--- src/rtl/busy_ctr_dispatcher.sv ---
`timescale 1ns/1ps
// busy_ctr_dispatcher
// Front end for a busy counter. Tagged start requests are queued in a small
// FIFO and issued one at a time on startSignal. The counter's busy output is
// tracked, and a one-cycle done pulse carrying the finished job's tag is
// returned.
// Optional build macro: BUSY_CTR_DISPATCHER_STATS_EN adds issue and
// busy-cycle statistics outputs. Under FORMAL it also adds invariants.
module busy_ctr_dispatcher #(
  parameter int DEPTH = 4,
  parameter int TAG_W = 4
) (
  input  logic                     CLK,
  input  logic                     nRST,
  input  logic                     req__ENA,
  output logic                     req__RDY,
  input  logic [TAG_W-1:0]         req_tag,
  output logic                     startSignal__ENA,
  input  logic                     startSignal__RDY,
  input  logic                     busy,
  input  logic                     busy__RDY,
  output logic                     done__ENA,
  output logic [TAG_W-1:0]         done_tag,
  output logic [$clog2(DEPTH):0]   pending,
  output logic                     active
`ifdef BUSY_CTR_DISPATCHER_STATS_EN
  ,
  output logic [15:0]              stat_issued,
  output logic [15:0]              stat_busy_cycles
`endif
);

  localparam int PTR_W = $clog2(DEPTH);
  localparam int CNT_W = PTR_W + 1;
  localparam logic [CNT_W-1:0] LP_FULL    = CNT_W'(DEPTH);
  localparam logic [CNT_W-1:0] LP_CNT_ONE = CNT_W'(1);
  localparam logic [PTR_W-1:0] LP_PTR_ONE = PTR_W'(1);

  // Pointer arithmetic relies on natural wrap, so DEPTH must be a power of 2.
  if (DEPTH < 2 || (DEPTH & (DEPTH - 1)) != 0) begin : g_bad_depth
    $error("busy_ctr_dispatcher: DEPTH must be a power of 2 and at least 2");
  end

  // IDLE  : no job outstanding; may issue the FIFO head.
  // CHECK : first cycle after issue; the counter has just loaded.
  // RUN   : counter reported busy; wait for it to drop.
  typedef enum logic [1:0] {
    S_IDLE  = 2'd0,
    S_CHECK = 2'd1,
    S_RUN   = 2'd2
  } state_t;

  state_t             r_state;
  state_t             w_state_nxt;

  logic [TAG_W-1:0]   r_mem [DEPTH];
  logic [PTR_W-1:0]   r_wr_ptr;
  logic [PTR_W-1:0]   r_rd_ptr;
  logic [CNT_W-1:0]   r_count;
  logic [TAG_W-1:0]   r_cur_tag;
  logic               r_done_ena;
  logic [TAG_W-1:0]   r_done_tag;

  logic               w_not_full;
  logic               w_not_empty;
  logic               w_push;
  logic               w_issue;
  logic               w_done_set;

  // Ready and emptiness come from the registered occupancy only, so a pop in
  // the current cycle never opens space for a push in the same cycle.
  assign w_not_full  = (r_count != LP_FULL);
  assign w_not_empty = (r_count != '0);
  assign w_push      = req__ENA && w_not_full;

  // State register.
  always_ff @(posedge CLK or negedge nRST) begin
    if (!nRST) begin
      r_state <= S_IDLE;
    end else begin
      r_state <= w_state_nxt;
    end
  end

  // Next-state logic, issue strobe and completion strobe.
  always_comb begin
    w_state_nxt = r_state;
    w_issue     = 1'b0;
    w_done_set  = 1'b0;
    case (r_state)
      S_IDLE: begin
        if (w_not_empty && startSignal__RDY) begin
          w_issue     = 1'b1;
          w_state_nxt = S_CHECK;
        end
      end
      S_CHECK: begin
        // busy low here means a zero-length job (counter max of 1).
        if (busy__RDY) begin
          if (busy) begin
            w_state_nxt = S_RUN;
          end else begin
            w_done_set  = 1'b1;
            w_state_nxt = S_IDLE;
          end
        end
      end
      S_RUN: begin
        if (busy__RDY && !busy) begin
          w_done_set  = 1'b1;
          w_state_nxt = S_IDLE;
        end
      end
      default: begin
        w_state_nxt = S_IDLE;
      end
    endcase
  end

  // FIFO occupancy: a simultaneous push and pop leaves it unchanged.
  always_ff @(posedge CLK or negedge nRST) begin
    if (!nRST) begin
      r_count <= '0;
    end else begin
      case ({w_push, w_issue})
        2'b10:   r_count <= r_count + LP_CNT_ONE;
        2'b01:   r_count <= r_count - LP_CNT_ONE;
        default: r_count <= r_count;
      endcase
    end
  end

  // FIFO read/write pointers, wrapping modulo DEPTH.
  always_ff @(posedge CLK or negedge nRST) begin
    if (!nRST) begin
      r_wr_ptr <= '0;
      r_rd_ptr <= '0;
    end else begin
      if (w_push) begin
        r_wr_ptr <= r_wr_ptr + LP_PTR_ONE;
      end
      if (w_issue) begin
        r_rd_ptr <= r_rd_ptr + LP_PTR_ONE;
      end
    end
  end

  // FIFO storage; contents are meaningless once the pointers reset.
  always_ff @(posedge CLK) begin
    if (w_push) begin
      r_mem[r_wr_ptr] <= req_tag;
    end
  end

  // Capture the tag of the job being issued.
  always_ff @(posedge CLK) begin
    if (w_issue) begin
      r_cur_tag <= r_mem[r_rd_ptr];
    end
  end

  // Registered completion pulse; the tag holds between pulses.
  always_ff @(posedge CLK or negedge nRST) begin
    if (!nRST) begin
      r_done_ena <= 1'b0;
      r_done_tag <= '0;
    end else begin
      r_done_ena <= w_done_set;
      if (w_done_set) begin
        r_done_tag <= r_cur_tag;
      end
    end
  end

  assign req__RDY         = w_not_full;
  assign startSignal__ENA = w_issue;
  assign done__ENA        = r_done_ena;
  assign done_tag         = r_done_tag;
  assign pending          = r_count;
  assign active           = (r_state != S_IDLE);

`ifdef BUSY_CTR_DISPATCHER_STATS_EN
  logic [15:0] r_stat_issued;
  logic [15:0] r_stat_busy_cycles;

  // Free-running statistics; both wrap naturally at 16 bits.
  always_ff @(posedge CLK or negedge nRST) begin
    if (!nRST) begin
      r_stat_issued      <= '0;
      r_stat_busy_cycles <= '0;
    end else begin
      if (w_issue) begin
        r_stat_issued <= r_stat_issued + 16'd1;
      end
      if (active) begin
        r_stat_busy_cycles <= r_stat_busy_cycles + 16'd1;
      end
    end
  end

  assign stat_issued      = r_stat_issued;
  assign stat_busy_cycles = r_stat_busy_cycles;

`ifdef FORMAL
  // Occupancy never exceeds capacity and an issue never overlaps a live job.
  always_comb begin
    assert (pending <= LP_FULL);
    assert (!(startSignal__ENA && active));
  end
`endif
`endif

endmodule

--- config.mk ---
export PLATFORM = sky130hd
export DESIGN_NAME = busy_ctr_dispatcher
export DESIGN_NICKNAME = d
export VERILOG_FILES = /design/src/rtl/busy_ctr_dispatcher.sv
export SDC_FILE = /design/constraint.sdc
export NUM_CORES = 1
export LEC_CHECK = 0
export ABC_AREA = 1
export CORE_MARGIN = 2
export CORE_UTILIZATION = 48
export CTS_CLUSTER_SIZE = 28
export DETAILED_ROUTE_END_ITERATION = 8
export GPL_TIMING_DRIVEN = 0
export PLACE_DENSITY = 0.79
export RECOVER_POWER = 25
export REMOVE_ABC_BUFFERS = 1
export SETUP_SLACK_MARGIN = 0.05
export SLEW_MARGIN = 20
export SYNTH_ARGS = -nofsm -noshare
export SYNTH_HDL_FRONTEND = slang
export SYNTH_SLANG_ARGS = --single-unit
--- constraint.sdc ---
create_clock -name CLK -period 1.8 [get_ports CLK]
set_input_delay 0.36 -clock CLK [delete_from_list [all_inputs] [get_ports CLK]]
set_output_delay 0.36 -clock CLK [all_outputs]
set_load 0.01 [all_outputs]
# --- Word-level counts from Yosys, hierarchy flattened ---
# Memories as Yosys holds them, arrays and structs flattened. A register that Yosys moved wholly into a read port is not among the register bits.
# Index checks and enable logic that the tools add are counted.
# Widths: inputs -> output; s select.
op_classes:
  addsub: 4
  eq_ne: 8
  n_mux: 14
  n_reduce_logical: 9
ops:
  columns: ["op", "n"]
  rows:
  - ["$mux 2", 4]
  - ["$mux 1", 7]
  - ["$ne 2x2->1 const B", 3]
  - ["$pmux 2 s3", 1]
  - ["$pmux 3 s2", 1]
  - ["$add 2x1->2 const B", 2]
  - ["$eq 2x1->1 const B", 2]
  - ["$eq 2x2->1 const B", 2]
  - ["$reduce_bool 2->1", 2]
  - ["$add 3x1->3 const B", 1]
  - ["$logic_and 1x1->1", 3]
  - ["$ne 3x3->1 const B", 1]
  - ["$reduce_and 3->1", 1]
  - ["$reduce_bool 3->1", 1]
  - ["$sub 3x1->3 const B", 1]
  - ["$logic_not 2->1", 1]
  - ["$pmux 1 s2", 1]
  - ["$logic_not 1->1", 1]
word_totals:
  register_bits: 14
  ramBits: 16
  in_bits: 10
  memories: 1
memory_table:
  columns: ["name", "words", "width", "rd", "rd_ports_with_merged_regs", "wr", "line_no", "source"]
  rows:
  - ["r_mem", 4, 4, 1, 1, 1, "56", "logic [TAG_W-1:0] r_mem [DEPTH];"]

# --- Depth between registers and ports, before layout ---
# Gate-level depths: netlist of run 1.
logic_depth:
  word_depth: 6
  ltp_mapped: 9

# --- Least setup slack after synthesis of run 1 ---
# Ideal clock, no wire load.
synth_path:
  kind: "register to register"
  from: "register r_count[0] (netlist: pending[0])"
  to: "register r_count[2] (netlist: pending[2])"
  arrival_ns: 1.887
  setup_slack_ns: -0.217
  stages_incl_launch_ff: 10
  n_path_buf: 0
  period_less_slack_ns: 2.017
  path_cell_list: "dfrtp_1 > nor2_2 > nand2_1 > nand3_2 > inv_1 > ha_1 > fa_1 > a21oi_1 > o21ai_0 > xor2_1"
synth_between:
  elab_chain_cells: 6
  word_cells_on_any_way: 12
  classes_between: "add/sub: 2; eq/ne: 3; mux: 3; reduce/logical: 4"
synth_rtl:
  columns: ["item", "line_no", "source"]
  rows:
  - ["start, declared", "59", "logic [CNT_W-1:0] r_count;"]
  - ["start signal, assigned", "126", "2'b10: r_count <= r_count + LP_CNT_ONE;"]
  - ["start signal, assigned", "127", "2'b01: r_count <= r_count - LP_CNT_ONE;"]
  - ["start signal, assigned", "128", "default: r_count <= r_count;"]
  - ["$reduce_bool 3->1 *", "73", "assign w_not_empty = (r_count != '0);"]
  - ["$logic_and 1x1->1 *", "92", "if (w_not_empty && startSignal__RDY) begin"]
  - ["$mux 1 *", "92", null]
  - ["$mux 1 *", "90", "case (r_state)"]
  - ["named net startSignal__ENA", "18", "output logic startSignal__ENA,"]
  - ["$eq 2x1->1 or $eq 2x2->1 (tied branches)", "125", "case ({w_push, w_issue})"]
  - ["$pmux 3 s2 or $reduce_bool 2->1 (tied branches)", null, null]
# The timed path passes the listed nets; every way through them passes the cells marked *.
# A chain may end at the register's enable or synchronous reset.

# --- Worst setup path after layout of run 1 ---
layout_path:
  from: "register r_count[0] (netlist: pending[0])"
  to: "register r_count[2] (netlist: pending[2])"
layout_between:
  elab_chain_cells: 6
  word_cells_on_any_way: 12
  classes_between: "add/sub: 2; eq/ne: 3; mux: 3; reduce/logical: 4"
layout_rtl:
  columns: ["item", "line_no"]
  rows:
  - ["$reduce_bool 3->1", "73"]
  - ["$logic_and 1x1->1", "92"]
  - ["$mux 1", "92"]
  - ["$mux 1", "90"]
  - ["$eq 2x1->1 or $eq 2x2->1 (tied branches)", "125"]
  - ["$pmux 3 s2 or $reduce_bool 2->1 (tied branches)", null]
# Parallel ways exist; a longest one is shown, timed or not.

==> flow_metrics.env, run 1 <==
export IMPL_status="completed"
export IMPL_syn2layout_area_growth_pct=28.6
export IMPL_finalCritPeriodShare=0.987
export IMPL_dieHeight_um=59.7
export IMPL_grt_max_degree=15
export IMPL_cts_made_buffers=5
export IMPL_tightest_slew_ns=0.695
export IMPL_gp_congestion=0.767
export IMPL_synthCells=131
export IMPL_routed_wl_um=2510
export IMPL_p_comb_frac=0.449
export IMPL_drv_cap=0
export IMPL_crit_chain="nor2_2 > nand2_2 > nand3_4 > inv_4 > ha_4 > fa_2 > a21oi_2 > o21ai_1 > xor2_1"
export IMPL_multiInputGateArea_um2=508
export IMPL_report_final_slew_viol_count=0
export IMPL_grt_overflow_total=0
export IMPL_avgSynthCellArea_um2=11.4
export IMPL_core_area_mm2=0.00300
export IMPL_worstPathArrival_ns=2.00
export IMPL_routedWlPerCell_um=12.3
export IMPL_path_class="flop to flop"
export IMPL_postCtsHoldBufs=0
export IMPL_drc_errors=0
export IMPL_place_area_mm2=0.00172
export IMPL_vdd_drop_max_v=0.000846
export IMPL_hold_violations=0
export IMPL_regArea_um2=951
export IMPL_grtUsageTotal=0.157
export IMPL_num_vias=995
export IMPL_cts_tree="yes"
export IMPL_min_path_type="flop to flop"
export IMPL_antenna_found_initial=0
export IMPL_synth_fa_ha_area_frac=0.0807
export IMPL_cpLargestDelayFamily="adder cells"
export IMPL_rsz0062_at_grt="yes"
export IMPL_synth_top_family_by_area="simple AND/OR/NAND/NOR gates"
export IMPL_critPathCaptureType="flop"
export IMPL_finalInstanceArea_mm2=0.00191
export IMPL_post_route_util=0.638
export IMPL_cts_htree_levels=2
export IMPL_grt_pass1_vias=951
export IMPL_setup_violations=0
export IMPL_min_period_ns=1.78
export IMPL_dr_pass1_iters=4
export IMPL_instances_no_fill=203
export IMPL_fmax_mhz=563
export IMPL_clock_latency_ns=0.33
export IMPL_ys_ff_latch=34
export IMPL_dp_cells=183
export IMPL_yosysSeqAreaShare=0.639
export IMPL_yosysWarnings=0
export IMPL_clock_power_share=0.130
export IMPL_dieArea_mm2=0.00356
export IMPL_num_fill_cells=241
export IMPL_initial_utilization=0.496
export IMPL_nNetsFinal=188
export IMPL_synth_xor_area_frac=0.0294
export IMPL_synth_mux_area_frac=0.00756
export IMPL_die_w_um=59.7
export IMPL_port_buffers=20
export IMPL_detail_route_antenna_nets=0
export IMPL_cts_sinks=34
export IMPL_crit_required_ns=2.02
export IMPL_viasPerCell=4.90
export IMPL_p_int_uw=1940
export IMPL_ioPinCount=21
export IMPL_skew_ns=0.00634
export IMPL_seq_power_share=0.421
export IMPL_critPathSlowestCell="dfrtp_1"
export IMPL_synth_compound_area_frac=0.0571
export IMPL_grt_pass1_wl_um=3980
export IMPL_whs_ns=0.448
export IMPL_powerDensity_mw_per_mm2=1580
export IMPL_cts_root_buf="clkbuf_4"
export IMPL_power_leakage_uw=0.000846
export IMPL_ys_types=20
export IMPL_max_slew_margin=0.535
export IMPL_cp_buffers_inverters=1
export IMPL_startpoint_type="flop"
export IMPL_netlist_area_mm2=0.00149
export IMPL_std_cell_rows=20
export IMPL_cp_max_fo=3
export IMPL_switchingPower_uw=1090
export IMPL_synth_simple_area_share=0.136
export IMPL_place_hpwl_um=1680
export IMPL_ctsLongestPathBuffers=2
export IMPL_layout_drive_gt1_share=0.206
export IMPL_num_antenna_cells=0
export IMPL_first_iter_violations=29
export IMPL_critPathMaxStageDelay_ns=0.41
export IMPL_swShare=0.359
export IMPL_path_clk_slew_ns=0.10
logic make-up after synthesis:
kind of cell               after synthesis
AOI/OAI and AO/OA                       16
xor gates and xnor gates                 5
adders and majority gates                9
buffers and inverters                   19
DFF                                     34
muxes                                    1
and+or+nand+nor                         47
path summary, 6_finish.rpt:
| check | start | to | slack (ns) | cells past startpoint |
|---|---|---|---|---|
| setup / recovery | pending[0] | pending[2] | 0.02 | 9 |
| hold / removal | r_cur_tag[1] | done_tag[1] | 0.45 | 2 |
| setup reg to reg | pending[0] | pending[2] | 0.02 | 9 |
| hold reg to reg | r_cur_tag[1] | done_tag[1] | 0.45 | 2 |
| max in group asynchronous | nRST | pending[0] | 0.85 | 1 |
| min in group asynchronous | nRST | r_wr_ptr[1] | 0.50 | 1 |
layout make-up:
type / instances / share of cell area
timing repair buffer: 32 / 0.152
sequential: 34 / 0.497
multi-input combinational: 78 / 0.265
clock buffer: 5 / 0.0196
tap: 33 / 0.0216
clock inverter: 3 / 0.00850
inverter: 18 / 0.0366
state kept, by name, indices dropped and copies added (netlist names):
name,flops
done__ENA,1
done_tag,4
pending,3
r_cur_tag,4
r_mem,16
r_rd_ptr,2
r_state,2
r_wr_ptr,2
worst min-delay path: cells and delay by family (launching register included):
family	cells	cell delay, ns
AND/OR/NAND/NOR	2	0.09
flip-flops	1	0.33
power by group through the flow:
stage               sequential, µW  clock (µW)  combinational [µW]
floorplan                     1310           0                 654
global placement              1300           0                1030
detailed placement            1310           0                1070
CTS                           1280         408                1270
global route                  1300         445                1510
finish                        1280         393                1360
cells in the final DEF, fill, tap and decap left out:
master,count
nor2_1,17
nand3_1,1
inv_4,1
nand3_4,1
dfrtp_1,14
inv_1,13
xnor2_1,2
clkinv_1,1
clkdlybuf4s50_1,11
buf_4,12
mux2_4,1
edfxtp_1,20
nand3_2,1
inv_2,4
nor2_2,1
dlymetal6s2s_1,1
nand2_2,2
clkinvlp_4,1
o22ai_1,4
xor2_1,3
fa_2,1
a21oi_1,1
o21ai_0,9
clkdlybuf4s15_1,1
ha_4,2
dlygate4sd3_1,5
nand2_4,1
ha_1,6
dlygate4sd2_1,2
o21ai_1,1
clkinv_2,1
a21oi_2,1
clkbuf_4,5
nand2_1,23
stage by stage:
step                      total power [µW]  TNS [ns]  setup slack (ns)
after floorplan                       1970    -0.385            -0.217
after global placement                2330     -1.21            -0.443
after detailed placement              2390     -1.28            -0.466
after CTS                             2950         0            0.0158
after global routing                  3260   -0.0909           -0.0698
final                                 3030         0            0.0231
repair_timing:
action / in CTS / in global routing
gates cloned: 0 / 0
pin swaps: 2 / 4
endpoints found under the setup margin: 5 / 5
resized for setup: 15 / 4
buffers inserted: 7 / 5
per-layer routing:
layer | share of wire | GRT usage
met4 | 0.019 | 0.0952
met2 | 0.52 | 0.262
met5 | 0 | 0
met1 | 0.42 | 0.175
met3 | 0.045 | 0.0455
cells in the mapped netlist, drive strengths merged:
| master | n | area [µm²] |
|---|---|---|
| ha | 8 | 100 |
| a21oi | 2 | 10.0 |
| buf | 1 | 7.51 |
| edfxtp | 20 | 601 |
| fa | 1 | 20.0 |
| xor2 | 3 | 26.3 |
| xnor2 | 2 | 17.5 |
| dfrtp | 14 | 350 |
| mux2 | 1 | 11.3 |
| nor2 | 18 | 70.1 |
| o22ai | 4 | 25.0 |
| nand3 | 3 | 25.0 |
| inv | 18 | 67.6 |
| o21ai | 10 | 50.1 |
| nand2 | 26 | 108 |
Power figures use the tool's default switching activity.
==> inputs of run 2 (changes only) <==
--- a/config.mk
+++ b/config.mk
@@ -6,12 +6,13 @@
 export NUM_CORES = 1
 export LEC_CHECK = 0
 export ABC_AREA = 1
+export CAP_MARGIN = 20
 export CORE_MARGIN = 2
 export CORE_UTILIZATION = 48
 export CTS_CLUSTER_SIZE = 28
 export DETAILED_ROUTE_END_ITERATION = 8
 export GPL_TIMING_DRIVEN = 0
-export PLACE_DENSITY = 0.79
+export PLACE_DENSITY_LB_ADDON = 0.25
 export RECOVER_POWER = 25
 export REMOVE_ABC_BUFFERS = 1
 export SETUP_SLACK_MARGIN = 0.05
==> run 2 against run 1 <==
Compared with the run above: cell count decreased by 0.99%; critical path depth did not move; sequential share of layout area rose by 0.52 points; clock-buffer cell count up 1; hold slack worse by 0.0050 ns; critical path type unchanged; die area is the same; sequential power hardly changed; register-to-register slack improved by 0.05 ns; via count decreased by 0.30%; non-clock buffer count decreased by 2; core utilization down 0.58 points; clock skew hardly changed.
==> flow_metrics.env, run 2 (same netlist as run 1, synthesis figures left out) <==
export IMPL_instances_no_fill=201
export IMPL_viasPerCell=4.94
export IMPL_cts_root_buf="clkbuf_4"
export IMPL_postCtsHoldBufs=0
export IMPL_cpLargestDelayFamily="adder cells"
export IMPL_place_area_mm2=0.00172
export IMPL_layout_drive_gt1_share=0.202
export IMPL_status="completed"
export IMPL_drv_cap=0
export IMPL_largest_reg_flops=16
export IMPL_skew_ns=0.00598
export IMPL_vdd_drop_max_v=0.000789
export IMPL_first_iter_violations=47
export IMPL_final_common_cell="nand2_1"
export IMPL_hold_violations=0
export IMPL_crit_required_ns=2.02
export IMPL_fmax_mhz=578
export IMPL_layout_common_cells="nand2_1, edfxtp_1, nor2_1"
export IMPL_min_period_ns=1.73
export IMPL_critPathSlowestCell="dfrtp_1"
export IMPL_grt_max_degree=15
export IMPL_powerDensity_mw_per_mm2=1580
export IMPL_dieArea_mm2=0.00356
export IMPL_startpoint_type="flop"
export IMPL_cts_made_buffers=5
export IMPL_path_clk_slew_ns=0.10
export IMPL_grtUsageTotal=0.166
export IMPL_routedWlPerCell_um=12.6
export IMPL_tightest_slew_ns=0.689
export IMPL_ctsLongestPathBuffers=2
export IMPL_cts_tree="yes"
export IMPL_setup_violations=0
export IMPL_nNetsFinal=186
export IMPL_rsz0062_at_grt="yes"
export IMPL_fin_tns_setup_ns=0
export IMPL_place_hpwl_um=1820
export IMPL_detail_route_antenna_nets=0
export IMPL_routed_wl_um=2530
export IMPL_drc_errors=0
export IMPL_grt_overflow_total=0
export IMPL_largest_register="r_mem"
export IMPL_cp_buffers_inverters=1
export IMPL_dp_cells=183
export IMPL_grt_pass1_vias=996
export IMPL_path_class="flop to flop"
export IMPL_gp_congestion=0.721
export IMPL_cts_sinks=34
export IMPL_die_w_um=59.7
export IMPL_port_buffers=20
export IMPL_grt_pass1_wl_um=4300
export IMPL_clock_latency_ns=0.32
export IMPL_dr_pass1_iters=4
export IMPL_worstPathArrival_ns=1.94
export IMPL_num_vias=992
export IMPL_finalInstanceArea_mm2=0.00190
export IMPL_num_fill_cells=259
export IMPL_ioPinCount=21
export IMPL_min_path_type="flop to flop"
export IMPL_critPathCaptureType="flop"
export IMPL_crit_chain="nor2_4 > nand2_2 > nand3_4 > inv_4 > ha_4 > fa_2 > a21oi_2 > o21ai_1 > xor2_1"
export IMPL_whs_ns=0.443
export IMPL_critPathMaxStageDelay_ns=0.42
export IMPL_core_area_mm2=0.00300
export IMPL_num_antenna_cells=0
export IMPL_power_leakage_uw=0.000840
export IMPL_cp_max_fo=3
export IMPL_finalCritPeriodShare=0.960
export IMPL_max_slew_margin=0.539
export IMPL_report_final_slew_viol_count=0
export IMPL_antenna_found_initial=0
export IMPL_dieHeight_um=59.7
export IMPL_initial_utilization=0.496
export IMPL_std_cell_rows=20
export IMPL_syn2layout_area_growth_pct=27.4
export IMPL_cts_htree_levels=2
export IMPL_p_total_uw=2990
==> run 2: changes by cell type in the layout (fill, tap and decap cells not counted), sizes merged <==
cell | before | now
dlygate4sd2 | 2 | 1
dlymetal6s2s | 1 | 2
buf | 12 | 10
clkdlybuf4s50 | 11 | 10
clkinvlp | 1 | 0
clkbuf | 5 | 7
==> run 2: layer usage <==
| layer | track usage | up-vias | routed length, µm |
|---|---|---|---|
| li1 | - | 494 | - |
| met1 | 0.184 | 463 | 1060 |
| met2 | 0.297 | 28 | 1340 |
| met3 | 0.0390 | 7 | 90 |
| met4 | 0.0762 | 0 | 51 |
| met5 | 0 | - | 0 |
==> run 2: area by class of cell <==
type	count	area, µm²	share of cell area
clock inverter	2	8.76	0.00462
inverter	18	70.1	0.0369
clock buffer	6	41.3	0.0218
multi-input combinational	78	509	0.268
sequential	34	952	0.502
tap	33	41.3	0.0218
timing repair buffer	30	274	0.144
==> run 2: metrics by stage <==
step,setup slack [ns],util
2_1_floorplan,-0.217,-
3_3_place_gp,-0.452,0.574
3_5_place_dp,-0.480,0.574
4_1_cts,0.0170,0.619
5_1_grt,-0.0243,0.632
6_report,0.0713,0.632
==> run 2: worst min-delay path: stages, from the launching register on <==
cell and delay (ns):
edfxtp_1 0.33, nand2_1 0.05, nand2_1 0.04
==> run 2: repair_timing <==
| item | in CTS | in global routing |
|---|---|---|
| pin swaps | 2 | 2 |
| resized for setup | 15 | 8 |
| buffers inserted | 7 | 3 |
| endpoints found under the setup margin | 5 | 6 |
==> run 2: path summary, 6_finish.rpt <==
kind | startpoint | end | slack [ns] | depth (start not counted)
min in group asynchronous | nRST | r_state[0] | 0.51 | 1
max reg2reg | pending[1] | pending[2] | 0.07 | 9
min reg2reg | r_cur_tag[0] | done_tag[0] | 0.44 | 2
min | r_cur_tag[0] | done_tag[0] | 0.44 | 2
max in group asynchronous | nRST | pending[0] | 0.81 | 1
max | pending[1] | pending[2] | 0.07 | 9
==> run 2: where the power goes <==
group	internal, µW	switching, µW	leakage [µW]
registers	1120	167	0.000355
clock network	147	241	0.0000297
logic	646	672	0.000455
total	1910	1080	0.000840
